[src/rtl/fifo_wr_arb.sv]
// Round-robin arbiter sharing one FIFO write port among NUM_REQ requesters, bursts of up to MAX_BURST beats.
// Latency: grant one cycle after a request is seen in IDLE; the write path is combinational from the registered grant.
// Backpressure: fifo_full stalls the burst (grant held, no write); one idle cycle separates consecutive bursts.
module fifo_wr_arb #(
  parameter int NUM_REQ   = 4,
  parameter int DW        = 8,
  parameter int MAX_BURST = 4
) (
  input  logic                  clk,
  input  logic                  rst,
  input  logic [NUM_REQ-1:0]    req_valid,
  input  logic [NUM_REQ*DW-1:0] req_data,
  output logic [NUM_REQ-1:0]    req_ready,
  input  logic                  fifo_full,
  input  logic                  fifo_almost_full,
  output logic                  wr_inr,
  output logic [DW-1:0]         wr_data,
  output logic [NUM_REQ-1:0]    gnt,
  output logic                  busy
);

  localparam int IW = (NUM_REQ > 1) ? $clog2(NUM_REQ) : 1;
  localparam int BW = $clog2(MAX_BURST) + 1;
  localparam logic [IW-1:0]      LAST_RST  = IW'(NUM_REQ - 1);
  localparam logic [BW-1:0]      LAST_BEAT = BW'(MAX_BURST - 1);
  localparam logic [NUM_REQ-1:0] ONE       = NUM_REQ'(1);

  typedef enum logic {
    IDLE  = 1'b0,
    GRANT = 1'b1
  } state_t;

  state_t        state;
  logic [IW-1:0] last;
  logic [IW-1:0] g_idx;
  logic [IW-1:0] win_idx;
  logic          win_found;
  logic [BW-1:0] beat_cnt;
  logic          g_valid;
  logic [DW-1:0] g_data;
  logic          accept;

  // Almost-full needs no action here: gating writes with the current full
  // flag already stops the burst once the last slot has been taken.
  logic unused_almost_full;
  assign unused_almost_full = fifo_almost_full;

  // Round-robin search starting one past the previous winner.
  always_comb begin
    win_idx   = last;
    win_found = 1'b0;
    for (int k = 1; k <= NUM_REQ; k++) begin
      if (!win_found && req_valid[IW'((int'(last) + k) % NUM_REQ)]) begin
        win_found = 1'b1;
        win_idx   = IW'((int'(last) + k) % NUM_REQ);
      end
    end
  end

  // Valid and data of the requester currently holding the grant.
  always_comb begin
    g_valid = req_valid[g_idx];
    g_data  = req_data[g_idx*DW +: DW];
  end

  assign busy      = (state == GRANT);
  assign req_ready = (busy && g_valid && !fifo_full) ? gnt : '0;
  assign accept    = |req_ready;
  assign wr_inr    = accept;
  assign wr_data   = busy ? g_data : '0;

  // Grant FSM: pick a winner in IDLE, count accepted beats in GRANT, exit on
  // the last beat or when the winner withdraws its request.
  always_ff @(posedge clk or posedge rst) begin
    if (rst) begin
      state    <= IDLE;
      gnt      <= '0;
      g_idx    <= '0;
      last     <= LAST_RST;
      beat_cnt <= '0;
    end else begin
      case (state)
        IDLE: begin
          if (|req_valid && !fifo_full) begin
            state    <= GRANT;
            gnt      <= ONE << win_idx;
            g_idx    <= win_idx;
            beat_cnt <= '0;
          end else begin
            gnt <= '0;
          end
        end
        GRANT: begin
          if (!g_valid || (accept && beat_cnt == LAST_BEAT)) begin
            state <= IDLE;
            gnt   <= '0;
            last  <= g_idx;
          end else if (accept) begin
            beat_cnt <= beat_cnt + BW'(1);
          end
        end
        default: state <= IDLE;
      endcase
    end
  end

endmodule

[config.mk]
export PLATFORM = sky130hd
export DESIGN_NAME = fifo_wr_arb
export DESIGN_NICKNAME = d
export VERILOG_FILES = /design/src/rtl/fifo_wr_arb.sv
export SDC_FILE = /design/constraint.sdc
export NUM_CORES = 1
export LEC_CHECK = 0
export BUFFER_PORTS_ARGS = -buffer_cell sky130_fd_sc_hd__buf_2
export CORE_MARGIN = 2
export CORE_UTILIZATION = 23
export CTS_CLUSTER_SIZE = 20
export DETAILED_ROUTE_END_ITERATION = 6
export PLACE_DENSITY = 0.5
export SYNTH_ARGS = -nofsm -noshare
export SYNTH_HDL_FRONTEND = slang
export SYNTH_SLANG_ARGS = --single-unit
[constraint.sdc]
create_clock -name clk -period 3.9 [get_ports clk]
set_input_delay 0 -clock clk [delete_from_list [all_inputs] [get_ports clk]]
set_output_delay 0 -clock clk [all_outputs]
set_load 0.01 [all_outputs]
==> summary.md <==
| Metric | Value |
|---|---|
| Clk buf depth | 2 |
| IO Port Bufs | 56 |
| Vias per inst | 5.07 |
| Clock root buffer | clkbuf_8 |
| Postcts setup bufs | 0 |
| Gpl congestion | 0.722 |
| WP data required | 4030 ps |
| H-tree Lvls | 1 |
| Register-to-Register Path Depth | 4 |
| Num CTS Buffers | 3 |
| Layout fillers | 469 |
| CP startpoint kind | flop |
| Worst Path Max Fanout | 13 |
| # DRC | 0 |
| Rows | 24 |
| Synth Flop Type | dfrtp_1 |
| Period utilization | 0.552 |
| PwrDens | 633 nW/um^2 |
| Vias post-DR | 1,054 |
| N_diodes | 0 |
| Outcome | completed |
| Crit path buffers/inverters | 0 |
| Total gr overflow | 0 |
| Worst EP arrival | 2280 ps |
| Layout cell share with drive strength beyond 1 | 0.474 |
| CTS tree | yes |
| Remaining antenna violation count | 0 |
| Initial DRC count | 21 |
| Nets | 199 |
| Crit path largest cell delay | 670 ps |
| Sequential Area | 303 um^2 |
| Final Skew | 6.67 ps |
| Clock latency on the worst-skew pair | 240 ps |
| Initial antenna violation count | 0 |
| Commonest non-fill, non-tap cell in the layout | buf_2 |
| Core Footprint | 4380 um^2 |
| Clock sink count | 12 |
| Worst-path cell chain | mux4_2 > a32oi_2 > nor4_1 > a211o_1 |
| Stages on the worst setup path | 4 |
| FF+latch count, synth | 12 |
| Total GRT Usage | 0.119 |
| Final setup TNS | 0 ps |
| Most frequent cells in the layout | 56 x buf_2, 13 x and2_1, 10 x dfrtp_1 |
| Hold Buf Count CTS | 1 |
| Async set-reset flop share out of synthesis | 1.00 |
| Die height | 71.8 um |
| Inst Count DP | 203 |
| Slew at the pin closest to its max-slew limit | 778 ps |
| DIE AREA | 5150 um^2 |
| Starting Density | 0.241 |
| Max-slew violations | 0 |
| Critical path capture point type | flop |
| Area Growth Syn to Fin | 34.7% |
| Post-synth EDFFs | 0 |
| Layout Cells excl Fill | 208 |
| Cell area after synthesis | 1060 um^2 |
| Slowest stage cell on the critical path | dfrtp_1 |
| Class of the most critical setup path | reg -> reg |
| Routed wire length | 3000 um |
| Largest net degree at the start of global routing | 18 |
| HP Class | in -> reg |
| Unrepaired setup endpoints after global routing | no |
| Synth Instances | 99 |
| Max VDD drop | 0.000247 V |
| Worst hold slack | 167 ps |
| Distinct cells, synth | 36 |
| CP top delay family | flip-flops |
| Drt wl/cell | 14.4 um |
| Post-Syn Nets | 141 |
| Footprint of the multi-input gates | 701 um^2 |
| Worst-path clk slew | 60 ps |
| First-pass GRT wire length | 5040 um |
| Total of max-cap violations | 0 |
| IO Pins | 58 |
| Final core utilization | 0.324 |
| Maximum clock frequency | 0.464 GHz |
| Final Hold Vio Count | 0 |
| DRT Pass-1 Iters | 4 |
| Vias in the first global route | 1,134 |
| Sequential fraction of the synthesis area | 0.287 |
| Tot Pwr | 901 uW |
| Min Tclk post-route | 2150 ps |
| CTS resizes | 0 |
| Leak pwr | 0.000693 uW |
| Avg Cell Area, Syn | 10.7 um^2 |
| Die X | 71.8 um |
| Yosys warns | 0 |
| # setup viols final | 0 |
| WHS Path Cells | 4 |
| Slew HR | 0.477 |
-- area by class of cell --
| type | instances | share of cell area |
|---|---|---|
| Inverter | 5 | 0.0132 |
| Tap cell | 52 | 0.0457 |
| Multi-Input combinational cell | 78 | 0.493 |
| Clock buffer | 4 | 0.0317 |
| Timing Repair Buffer | 57 | 0.204 |
| Sequential cell | 12 | 0.213 |
-- metrics by stage --
step / instance area [um^2] / setup slack [ps]
6_report: 1420 / 1750
2_1_floorplan: 1060 / 2110
3_3_place_gp: 1370 / 1760
5_1_grt: 1420 / 1550
4_1_cts: 1420 / 1700
3_5_place_dp: 1370 / 1700
-- kinds of logic after synthesis --
logic type,Yosys count,share of synthesized area
simple gates,41,0.224
compound gates,22,0.184
mux,13,0.232
flops,12,0.287
buf+inv,9,0.0498
fa+ha+maj,2,0.0237
-- tightest hold or removal path, delay by kind of cell --
family,cells,cell delay [ps]
buffers and inverters,1,90
AND/OR/NAND/NOR,3,260
-- flip-flops by register name, indices dropped and copies added (netlist names) --
name	cells
beat_cnt	3
last	2
g_idx	2
gnt	4
busy	1
-- worst paths after layout --
check	startpoint	endpoint	slack (ps)
min in group asynchronous	rst	beat_cnt[0]$_DFFE_PP0P_	340
setup reg to reg	g_idx[1]$_DFFE_PP0P_	beat_cnt[0]$_DFFE_PP0P_	1750
max in group asynchronous	rst	last[0]$_DFFE_PP1P_	3210
hold / removal	fifo_full	busy$_DFF_PP0_	170
hold reg to reg	beat_cnt[2]$_DFFE_PP0P_	beat_cnt[2]$_DFFE_PP0P_	520
setup / recovery	g_idx[1]$_DFFE_PP0P_	beat_cnt[0]$_DFFE_PP0P_	1750
-- report_power, final --
| part | switching (uW) | internal, uW |
|---|---|---|
| Clock | 43.6 | 71.8 |
| Combinational | 228 | 261 |
| Sequential | 116 | 180 |
-- Yosys cell counts, types with 2 or more instances --
library cell	instances	area share
mux2i_1	2	0.019
ha_1	2	0.024
nand2_1	8	0.028
mux4_2	9	0.19
and2_1	13	0.077
o21ai_0	2	0.0095
a32o_1	2	0.019
nand2b_1	4	0.024
dfstp_2	2	0.050
a211o_1	3	0.025
a22o_1	2	0.017
mux2_1	2	0.021
inv_1	5	0.018
or4_1	2	0.014
nor2_1	4	0.014
nor4_1	4	0.024
dfrtp_1	10	0.24
a21oi_1	5	0.024
-- per-layer routing --
layer,global-route usage,vias up,part of all wire
met5,0,-,0
met4,0.0398,0,0.012
met3,0.0169,4,0.077
met2,0.211,46,0.49
met1,0.147,507,0.42
li1,-,497,-
Power figures use the tool's default switching activity.
